--- src/rtl/hazard_pkg.sv ---
// Shared types and widths for the pipeline hazard/stall controller.
package hazard_pkg;

  localparam int REG_W       = 3;
  localparam int CNT_W       = 3;
  localparam int STALL_CNT_W = 16;

  typedef enum logic [2:0] {
    RUN     = 3'd0,
    LDUSE   = 3'd1,
    MEMWAIT = 3'd2,
    DRAIN   = 3'd3,
    HALTED  = 3'd4
  } state_t;

  typedef logic [CNT_W-1:0] cnt_t;

endpackage

--- src/rtl/hazard_ctrl_lu_detect.sv ---
// Load-use hazard comparator: the load in EX writes a register the ID instruction reads.
module lu_detect
  import hazard_pkg::*;
(
  input  logic [REG_W-1:0] rs,
  input  logic             rs_valid,
  input  logic [REG_W-1:0] rt,
  input  logic             rt_valid,
  input  logic             mem_read,
  input  logic [REG_W-1:0] write_reg,
  output logic             lu
);

  assign lu = mem_read & ((rs_valid & (rs == write_reg)) |
                          (rt_valid & (rt == write_reg)));

endmodule

--- src/rtl/hazard_ctrl.sv ---
// Pipeline hazard controller: load-use bubbles, branch flush, memory freeze, halt drain.
// Define STALL_CNT_EN to add the saturating stall_count output.
module hazard_ctrl
  import hazard_pkg::*;
#(
  parameter int LU_BUBBLES = 1,
  parameter int HALT_DRAIN = 3
) (
  input  logic             clk,
  input  logic             rst,
  input  logic [REG_W-1:0] id_rs,
  input  logic [REG_W-1:0] id_rt,
  input  logic             id_rs_valid,
  input  logic             id_rt_valid,
  input  logic             id_halt,
  input  logic             ex_mem_read,
  input  logic [REG_W-1:0] ex_write_reg,
  input  logic             ex_branch_taken,
  input  logic             mem_stall,
  output logic             pc_write,
  output logic             ifid_write,
  output logic             ifid_flush,
  output logic             zero_control_signals,
  output logic             pipe_hold,
  output logic             halted
`ifdef STALL_CNT_EN
  ,
  output logic [STALL_CNT_W-1:0] stall_count
`endif
);

  state_t state, state_nxt;
  state_t ret, ret_nxt;
  state_t mode;
  cnt_t   cnt, cnt_nxt;
  logic   lu;

  lu_detect u_lu_detect (
    .rs        (id_rs),
    .rs_valid  (id_rs_valid),
    .rt        (id_rt),
    .rt_valid  (id_rt_valid),
    .mem_read  (ex_mem_read),
    .write_reg (ex_write_reg),
    .lu        (lu)
  );

  // After a memory freeze the machine resumes with the rules of the saved state.
  assign mode = (state == MEMWAIT) ? ret : state;

  always_comb begin
    // NOTE: every output and next-state value gets a default before any branch,
    // so no path leaves a variable unassigned and no latch is inferred.
    state_nxt            = state;
    ret_nxt              = ret;
    cnt_nxt              = cnt;
    pc_write             = 1'b1;
    ifid_write           = 1'b1;
    ifid_flush           = 1'b0;
    zero_control_signals = 1'b0;
    pipe_hold            = 1'b0;
    halted               = 1'b0;

    if (state == HALTED) begin
      halted               = 1'b1;
      pc_write             = 1'b0;
      ifid_write           = 1'b0;
      zero_control_signals = 1'b1;
    end else if (mem_stall) begin
      pipe_hold  = 1'b1;
      pc_write   = 1'b0;
      ifid_write = 1'b0;
      state_nxt  = MEMWAIT;
      if (state != MEMWAIT) ret_nxt = state;
    end else begin
      state_nxt = mode;
      unique case (mode)
        RUN: begin
          if (ex_branch_taken) begin
            ifid_flush           = 1'b1;
            zero_control_signals = 1'b1;
          end else if (lu) begin
            pc_write             = 1'b0;
            ifid_write           = 1'b0;
            zero_control_signals = 1'b1;
            if (LU_BUBBLES > 1) begin
              cnt_nxt   = cnt_t'(LU_BUBBLES - 1);
              state_nxt = LDUSE;
            end
          end else if (id_halt) begin
            pc_write   = 1'b0;
            ifid_write = 1'b0;
            cnt_nxt    = cnt_t'(HALT_DRAIN);
            state_nxt  = DRAIN;
          end
        end
        LDUSE, DRAIN: begin
          if (ex_branch_taken) begin
            // Younger instructions are on the wrong path; flush and resume fetching.
            ifid_flush           = 1'b1;
            zero_control_signals = 1'b1;
            cnt_nxt              = '0;
            state_nxt            = RUN;
          end else begin
            pc_write             = 1'b0;
            ifid_write           = 1'b0;
            zero_control_signals = 1'b1;
            cnt_nxt              = cnt - cnt_t'(1);
            if (cnt == cnt_t'(1)) state_nxt = (mode == DRAIN) ? HALTED : RUN;
          end
        end
        default: state_nxt = RUN;
      endcase
    end

    if (!rst) begin
      pc_write             = 1'b1;
      ifid_write           = 1'b1;
      ifid_flush           = 1'b0;
      zero_control_signals = 1'b0;
      pipe_hold            = 1'b0;
      halted               = 1'b0;
    end
  end

  // NOTE: sequential state uses non-blocking assignments so every register
  // samples the pre-edge values regardless of statement order.
  always_ff @(posedge clk or negedge rst) begin
    if (!rst) begin
      state <= RUN;
      ret   <= RUN;
      cnt   <= '0;
    end else begin
      state <= state_nxt;
      ret   <= ret_nxt;
      cnt   <= cnt_nxt;
    end
  end

`ifdef STALL_CNT_EN
  always_ff @(posedge clk or negedge rst) begin
    if (!rst) begin
      stall_count <= '0;
    end else if (!pc_write && (state != HALTED) && (stall_count != '1)) begin
      stall_count <= stall_count + STALL_CNT_W'(1);
    end
  end
`endif

endmodule

--- config.mk ---
export PLATFORM = sky130hd
export DESIGN_NAME = hazard_ctrl
export DESIGN_NICKNAME = d
export VERILOG_FILES = /design/src/rtl/hazard_pkg.sv /design/src/rtl/hazard_ctrl_lu_detect.sv /design/src/rtl/hazard_ctrl.sv
export SDC_FILE = /design/constraint.sdc
export NUM_CORES = 1
export LEC_CHECK = 0
export ABC_AREA = 0
export BUFFER_PORTS_ARGS = -buffer_cell sky130_fd_sc_hd__buf_2
export CORE_AREA = 2 2 43 45
export DETAILED_ROUTE_END_ITERATION = 16
export DIE_AREA = 0 0 45 47
export HOLD_SLACK_MARGIN = 0.05
export PLACE_DENSITY = 0.71
export SLEW_MARGIN = 20
export SYNTH_ARGS = -nofsm -noshare
export SYNTH_HDL_FRONTEND = slang
export SYNTH_HIERARCHICAL = 1
export SYNTH_SLANG_ARGS = --single-unit
--- constraint.sdc ---
create_clock -name clk -period 2.3 [get_ports clk]
set_clock_uncertainty 0.15 [all_clocks]
set_input_delay 0.115 -clock clk [delete_from_list [all_inputs] [get_ports clk]]
set_output_delay 0.115 -clock clk [all_outputs]
set_load 0.03 [all_outputs]
==> results of run 1 <==
==> per-layer routing <==
metal / up-vias / global-route usage / routed length (um)
met5: - / 0 / 0
met4: 0 / 0.141 / 55
met3: 5 / 0.0115 / 152
met2: 54 / 0.289 / 783
met1: 327 / 0.234 / 740
li1: 349 / - / -
==> final timing paths <==
kind / cells past startpoint / from / to / slack (ps)
max reg2reg: 4 / state[1] / cnt[0] / 530
min reg2reg: 1 / cnt[1] / cnt[1] / 360
max: 5 / ret[0] / ifid_write / 160
min in group asynchronous: 2 / rst / ret[2] / 100
min: 3 / ex_branch_taken / cnt[2] / 80
max in group asynchronous: 2 / rst / state[2] / 1650
==> cells in the final DEF (no fill, tap or decap), types with 2 or more instances in the layout <==
cell type      count
buf_2             22
dfrtp_1            8
inv_1              6
nand2_1            6
nor2_1             6
xnor2_1            6
o21ai_0            4
a21oi_1            4
a211oi_1           3
nand4_1            3
clkbuf_4           3
dlygate4sd3_1      3
and2_1             2
and3_1             2
or3_1              2
o22ai_1            2
ha_1               2
==> report_power, final <==
group	internal [mW]	switching (mW)	leakage (nW)
Combinational	0.168	0.197	0.287
Sequential	0.204	0.0654	0.113
Clock	0.0674	0.0664	0.0150
==> kinds of logic after synthesis <==
family,count (synthesis),synth area share
and+or+nand+nor,29,0.217
DFF,9,0.308
buffers and inverters,11,0.0786
xor gates and xnor gates,7,0.0838
adders and majority gates,2,0.0342
AOI/OAI and AO/OA,25,0.279
==> registers in the layout, summed over array words and instances (netlist names) <==
register / cells
cnt: 3
state: 3
ret: 3
==> final cells by class <==
| type | count | area share |
|---|---|---|
| well taps | 17 | 0.0236 |
| clock buffers | 4 | 0.0292 |
| multi-input cells | 63 | 0.515 |
| flip-flops and latches | 9 | 0.252 |
| inverters | 6 | 0.0250 |
| repair buffers | 25 | 0.156 |
==> Yosys cell counts, drive strengths merged, types with 2 or more instances <==
library cell / n
dfrtp: 9
nand2: 7
nor2: 7
inv: 6
xnor2: 6
a21oi: 4
buf: 4
o21ai: 4
a211oi: 3
nand4: 3
a21boi: 2
a221oi: 2
and2: 2
and3: 2
ha: 2
o22ai: 2
or3: 2
==> metrics by stage <==
step	power (mW)	instances
global route	0.827	124
detailed placement	0.607	117
finish	0.768	124
global placement	0.602	117
CTS	0.747	124
floorplan	0.535	83
==> timing repair <==
action	in CTS	in global routing
resized for setup	0	3
hold buffers	3	0
endpoints found under the hold margin	14	0
setup endpoints to repair	0	4
==> worst max-delay path: stages, from the launching register on <==
cell	delay (ps)
dfrtp_1	440
o31ai_4	330
nand2_1	200
a221oi_1	280
o21ai_0	140
buf_2	210
==> flow_summary.json, run 1 <==
{
  "stdcell_area_um2": 900,
  "fp.dieArea_mm2": 0.00212,
  "clockRootBuffer": "clkbuf_4",
  "async_flop_share": 1.00,
  "synth_nets": 102,
  "synth_top_cell_by_area": "dfrtp_1",
  "post_synth_num_cell_types": 39,
  "die_h_um": 47,
  "whs_ps": 78.8,
  "ys_seq_area_frac": 0.308,
  "rows": 15,
  "worstSetupPathType": "reg2out",
  "syn_area_um2": 732,
  "synth-main-ff-cell": "dfrtp_1",
  "drt_iter0_drc": 36,
  "nFillCells": 151,
  "post_dp_cell_area_um2": 828,
  "finalHoldViolCount": 0,
  "portBuffers": 22,
  "netlist.area_leader.share": 0.308,
  "vias": 735,
  "layout_setup_ws_ps": 160,
  "maxSlewViolCount": 0,
  "start_kind": "flip-flop",
  "dr.pass1.iters": 4,
  "clock_latency_ps": 280,
  "fin_crit_sh": 0.930,
  "grt_overflow": 0,
  "ys_top_cells_by_area": "dfrtp_1 31%, xnor2_1 7.2%, a32oi_4 3.8%",
  "cp.required_ps": 2040,
  "drc_errors": 0,
  "path_clk_slew_ps": 70,
  "cts_max_level": 1,
  "grt_max_degree": 15,
  "cp_max_fo": 5,
  "syn_inst": 83,
  "avgSynthCellArea_um2": 8.82,
  "dpl_worst_slack_ps": 394,
  "grt.total_usage": 0.183,
  "synth_edf_count": 0,
  "dp_hpwl_um": 1230,
  "ant_nets": 0,
  "wire_per_inst_um": 14.0,
  "outcome": "finished, final reports clean",
  "end_kind": "output port",
  "arrival_ps": 1870,
  "final.setup.tns_ps": 0,
  "min_path_type": "in2reg",
  "numCtsBuffers": 3,
  "drive_gt1_frac": 0.299,
  "first_global_vias": 642,
  "ir_worst_vdd_mv": 0.486,
  "antenna_cells": 0,
  "ys_seq_elements": 9,
  "core_area_mm2": 0.00165,
  "power.leakage_nw": 0.415,
  "p_per_area_mw_per_mm2": 853,
  "tightest_slew_ps": 428,
  "gp_congestion": 0.817,
  "register_area_um2": 226,
  "cts_setup_buffers": 0,
  "fin_util": 0.545,
  "vias_per_cell": 5.93,
  "fp.dieW_um": 45,
  "max-cap-violations": 0,
  "start_util": 0.443,
  "fin_crit_ps": 2140,
  "setup_viol": 0,
  "wl_um": 1730,
  "ctsLongestPathBuffers": 2,
  "antenna_found_initial": 0,
  "cts_tree": "done",
  "multi_input_area_um2": 463,
  "ys_warn_count": 6,
  "grt_pass1_wl_um": 2730,
  "io_pins": 23,
  "final_nets": 127,
  "max_freq_ghz": 0.467,
  "cts_num_sinks": 9,
  "rsz0062_at_grt": "no",
  "area_delta_synth_final_pct": 22.9,
  "maxSlewHeadroom": 0.715
}
No activity file was read; power rests on OpenSTA's default activity.
==> run 2: changes to the inputs <==
- CELL_PAD_IN_SITES_DETAIL_PLACEMENT: unset -> 1
- CELL_PAD_IN_SITES_GLOBAL_PLACEMENT: unset -> 2
- CORE_AREA: 2 2 43 45 -> 2 2 55 57
- DIE_AREA: 0 0 45 47 -> 0 0 57 59
- PLACE_DENSITY: 0.71 -> unset
- PLACE_DENSITY_LB_ADDON: unset -> 0.1
==> flow_summary.json, run 2 (same netlist as run 1, synthesis figures left out) <==
{
  "first_global_vias": 754,
  "end_kind": "output port",
  "final.setup.tns_ps": 0,
  "io_pins": 23,
  "multi_input_area_um2": 454,
  "dpl_worst_slack_ps": 315,
  "start_kind": "flip-flop",
  "cp_max_fo": 5,
  "reg_top3": "cnt: 3 flops, ret: 3 flops, state: 3 flops",
  "ant_nets": 0,
  "clock_latency_ps": 260,
  "portBuffers": 22,
  "clockRootBuffer": "clkbuf_4",
  "cts_max_level": 1,
  "path_clk_slew_ps": 70,
  "dp_hpwl_um": 1560,
  "cp.required_ps": 2040,
  "wl_um": 2010,
  "grt_overflow": 0,
  "wire_per_inst_um": 14.6,
  "fin_crit_sh": 0.938,
  "ctsLongestPathBuffers": 2,
  "die_h_um": 59,
  "cts_num_sinks": 9,
  "fin_cells": 138,
  "setup_viol": 0,
  "drt_iter0_drc": 8,
  "worstSetupStartpoint": "ret[0]",
  "start_util": 0.270,
  "rsz0062_at_grt": "no",
  "r2r_slack_ps": 510,
  "fp.dieArea_mm2": 0.00336,
  "tightest_slew_ps": 418,
  "rows": 19,
  "numCtsBuffers": 3,
  "drc_errors": 0,
  "maxSlewViolCount": 0,
  "area_delta_synth_final_pct": 24.1,
  "power.leakage_nw": 0.413,
  "grt_pass1_wl_um": 3420,
  "maxSlewHeadroom": 0.722,
  "vias_per_cell": 5.12,
  "drive_gt1_frac": 0.299,
  "stdcell_area_um2": 908,
  "final_nets": 127,
  "outcome": "finished, final reports clean",
  "gp_congestion": 0.672,
  "layout_common_cells": "22 x buf_2, 8 x dfrtp_1",
  "worstReg2RegStart": "state[1]",
  "cts_tree": "done",
  "grt.total_usage": 0.129,
  "finalHoldViolCount": 0,
  "final_common_cell": "buf_2",
  "reg2regPathDepth": 4,
  "register_area_um2": 226,
  "nFillCells": 332,
  "p_per_area_mw_per_mm2": 830,
  "dr.pass1.iters": 4,
  "antenna_found_initial": 0,
  "core_area_mm2": 0.00271,
  "r2r_end": "cnt[0]",
  "fin_util": 0.335,
  "endpoint": "pc_write",
  "fp.dieW_um": 57,
  "arrival_ps": 1890,
  "antenna_cells": 0,
  "min_path_type": "in2reg",
  "layout_setup_ws_ps": 142,
  "post_dp_cell_area_um2": 846,
  "ir_worst_vdd_mv": 0.336,
  "fin_crit_ps": 2160,
  "vias": 707,
  "grt_max_degree": 15,
  "worstSetupPathType": "reg2out",
  "max-cap-violations": 0,
  "max_freq_ghz": 0.463,
  "place_inst": 131
}
[run 2: cell types whose count changed in the layout (fill, tap and decap cells not counted)]
cell,delta
o31ai_2,+1
o31ai_4,-1
[run 2: worst max-delay path, stage by stage, from the launching register on]
cell and delay, ps:
dfrtp_1 430, o31ai_2 360, nand2_1 200, a221oi_1 310, o21ai_0 130, buf_2 200
[run 2: cell type report]
class | instances | share of cell area
multi-input combinational | 63 | 0.500
clock buffer | 4 | 0.0289
sequential | 9 | 0.249
timing repair buffer | 25 | 0.154
tap | 31 | 0.0427
inverter | 6 | 0.0248
[run 2: per-stage QoR]
step | hold WS, ps | total power [mW]
2_1_floorplan | -331 | 0.535
3_3_place_gp | -125 | 0.620
3_5_place_dp | -129 | 0.621
4_1_cts | 105 | 0.757
5_1_grt | 126 | 0.825
6_report | 112 | 0.754
[run 2: repair_timing]
action | in CTS | in global routing
endpoints found under the setup margin | 0 | 3
gates resized for setup | 0 | 2
hold buffers | 3 | 0
endpoints found under the hold margin | 12 | 0
setup buffers | 0 | 0
[run 2: how the worst min path moves through the flow]
stage | startpoint | end | cells past startpoint
after floorplan | rst | cnt[0] | 0
after global placement | rst | state[1] | 1
after detailed placement | rst | state[1] | 1
after CTS | ex_branch_taken | state[0] | 3
after global routing | rst | state[1] | 2
final | ex_branch_taken | state[0] | 3
[run 2: power by group]
part / switching [mW] / internal, mW
sequential: 0.0646 / 0.204
combinational: 0.199 / 0.162
clock: 0.0588 / 0.0670
total: 0.322 / 0.432
[run 2: routing by layer]
metal / vias up / track usage / wire length (um)
met1: 342 / 0.167 / 959
met4: 0 / 0.0399 / 16
met5: - / 0 / 0
met3: 2 / 0.0197 / 49
met2: 11 / 0.223 / 989
li1: 352 / - / -
==> run 3: changes to the inputs <==
- CTS_CLUSTER_DIAMETER: unset -> 150
- GPL_TIMING_DRIVEN: unset -> 0
- MAX_ROUTING_LAYER: unset -> met4
==> flow_summary.json, run 3 (same netlist as run 1, synthesis figures left out) <==
{
  "outcome": "finished, final reports clean",
  "cp.required_ps": 2040,
  "drive_gt1_frac": 0.330,
  "antenna_cells": 0,
  "clockRootBuffer": "clkbuf_4",
  "start_util": 0.270,
  "maxSlewViolCount": 0,
  "crit_top_cell": "buf_2",
  "final_common_cell": "buf_2",
  "tightest_slew_ps": 379,
  "wire_per_inst_um": 14.4,
  "finalHoldViolCount": 0,
  "worstReg2RegStart": "state[0]",
  "reg_top3": "cnt: 3 flops, ret: 3 flops, state: 3 flops",
  "area_delta_synth_final_pct": 30.8,
  "grt_overflow": 0,
  "ant_nets": 0,
  "place_inst": 135,
  "fin_cells": 143,
  "fin_crit_ps": 2140,
  "r2r_slack_ps": 530,
  "final_nets": 132,
  "ir_worst_vdd_mv": 0.427,
  "first_global_vias": 739,
  "gp_congestion": 0.723,
  "arrival_ps": 1880,
  "cts_num_sinks": 9,
  "cts_max_level": 1,
  "start_kind": "flip-flop",
  "reg2regPathDepth": 5,
  "post_dp_cell_area_um2": 876,
  "portBuffers": 21,
  "vias": 736,
  "die_h_um": 59,
  "whs_ps": 118,
  "rsz0062_at_grt": "no",
  "r2r_end": "cnt[0]",
  "dpl_worst_slack_ps": 173,
  "fin_crit_sh": 0.932,
  "dp_hpwl_um": 1580,
  "path_clk_slew_ps": 60,
  "crit_chain": "buf_2 > or3b_1 > nand2_2 > o21ai_0 > buf_4 > buf_2",
  "grt.total_usage": 0.143,
  "p_per_area_mw_per_mm2": 831,
  "io_pins": 23,
  "drc_errors": 0,
  "slowest_delay_ps": 470,
  "grt_max_degree": 15,
  "vias_per_cell": 5.15,
  "final.setup.tns_ps": 0,
  "layout_setup_ws_ps": 156,
  "core_area_mm2": 0.00271,
  "max-cap-violations": 0,
  "cpMaxStageDelayCell": "or3b_1",
  "fp.dieArea_mm2": 0.00336,
  "rows": 19,
  "worstSetupPathType": "reg2out",
  "grt_pass1_wl_um": 3570,
  "dr.pass1.iters": 2,
  "setup_viol": 0,
  "power.leakage_nw": 0.438,
  "max_freq_ghz": 0.466,
  "maxSlewHeadroom": 0.747,
  "ctsLongestPathBuffers": 2,
  "numCtsBuffers": 3,
  "clock_latency_ps": 260,
  "end_kind": "output port",
  "cp_max_fo": 9,
  "antenna_found_initial": 0,
  "stdcell_area_um2": 957,
  "layout_common_cells": "22 x buf_2, 8 x dfrtp_1, 6 x inv_1, 6 x nor2_1, 6 x xnor2_1",
  "cts_tree": "done",
  "min_path_type": "in2async",
  "wl_um": 2060,
  "drt_iter0_drc": 10,
  "fp.dieW_um": 57
}
[run 3: cell count changes in the layout (fill, tap and decap cells not counted), sizes merged]
cell	before	now
clkbuf	4	5
buf	22	26
[run 3: layer usage]
| layer | vias up | part of all wire | GRT usage |
|---|---|---|---|
| met4 | 0 | 0.013 | 0.0498 |
| met3 | 4 | 0.032 | 0.0262 |
| met2 | 11 | 0.51 | 0.245 |
| met1 | 359 | 0.45 | 0.169 |
| li1 | 362 | - | - |
| met5 | - | 0 | - |
[run 3: what timing repair did]
item / in CTS / in global routing
endpoints found under the hold margin: 13 / 0
setup endpoints to repair: 2 / 1
setup buffers: 0 / 1
gates resized for setup: 2 / 2
hold buffers: 3 / 0
pin swaps: 0 / 3
[run 3: worst max path at each step]
stage | slack (ps) | cells after the start | from | to
2_1_floorplan | 30 | 6 | state[2] | pc_write
3_5_place_dp | 170 | 6 | ret[0] | pc_write
4_1_cts | 40 | 6 | ret[0] | pc_write
6_report | 160 | 6 | state[0] | pc_write
3_3_place_gp | 150 | 6 | ret[0] | pc_write
5_1_grt | 3 | 6 | state[1] | pc_write
[run 3: layout make-up]
cell class / instances / area [um2]
clock buffers: 4 / 26.3
fillers: 347 / 1750
inverters: 6 / 22.5
repair buffers: 25 / 143
multi-input cells: 63 / 465
plain buffers: 5 / 35.0
flip-flops and latches: 9 / 226
well taps: 31 / 38.8
[run 3: critical path, delay by kind of cell, from the launching register on]
family	cells	cell delay, ps
compound gates	1	130
buf+inv	3	500
simple gates	2	630
flops	1	350
[run 3: power breakdown]
group,internal [mW],switching (mW),total (mW)
logic,0.190,0.235,0.425
clock network,0.0670,0.0591,0.126
registers,0.204,0.0400,0.244
[run 3: per-stage QoR]
step                 util  total power [mW]
CTS                 0.349             0.793
floorplan               -             0.535
finish              0.353             0.795
detailed placement  0.323             0.640
global route        0.353             0.869
global placement    0.323             0.634
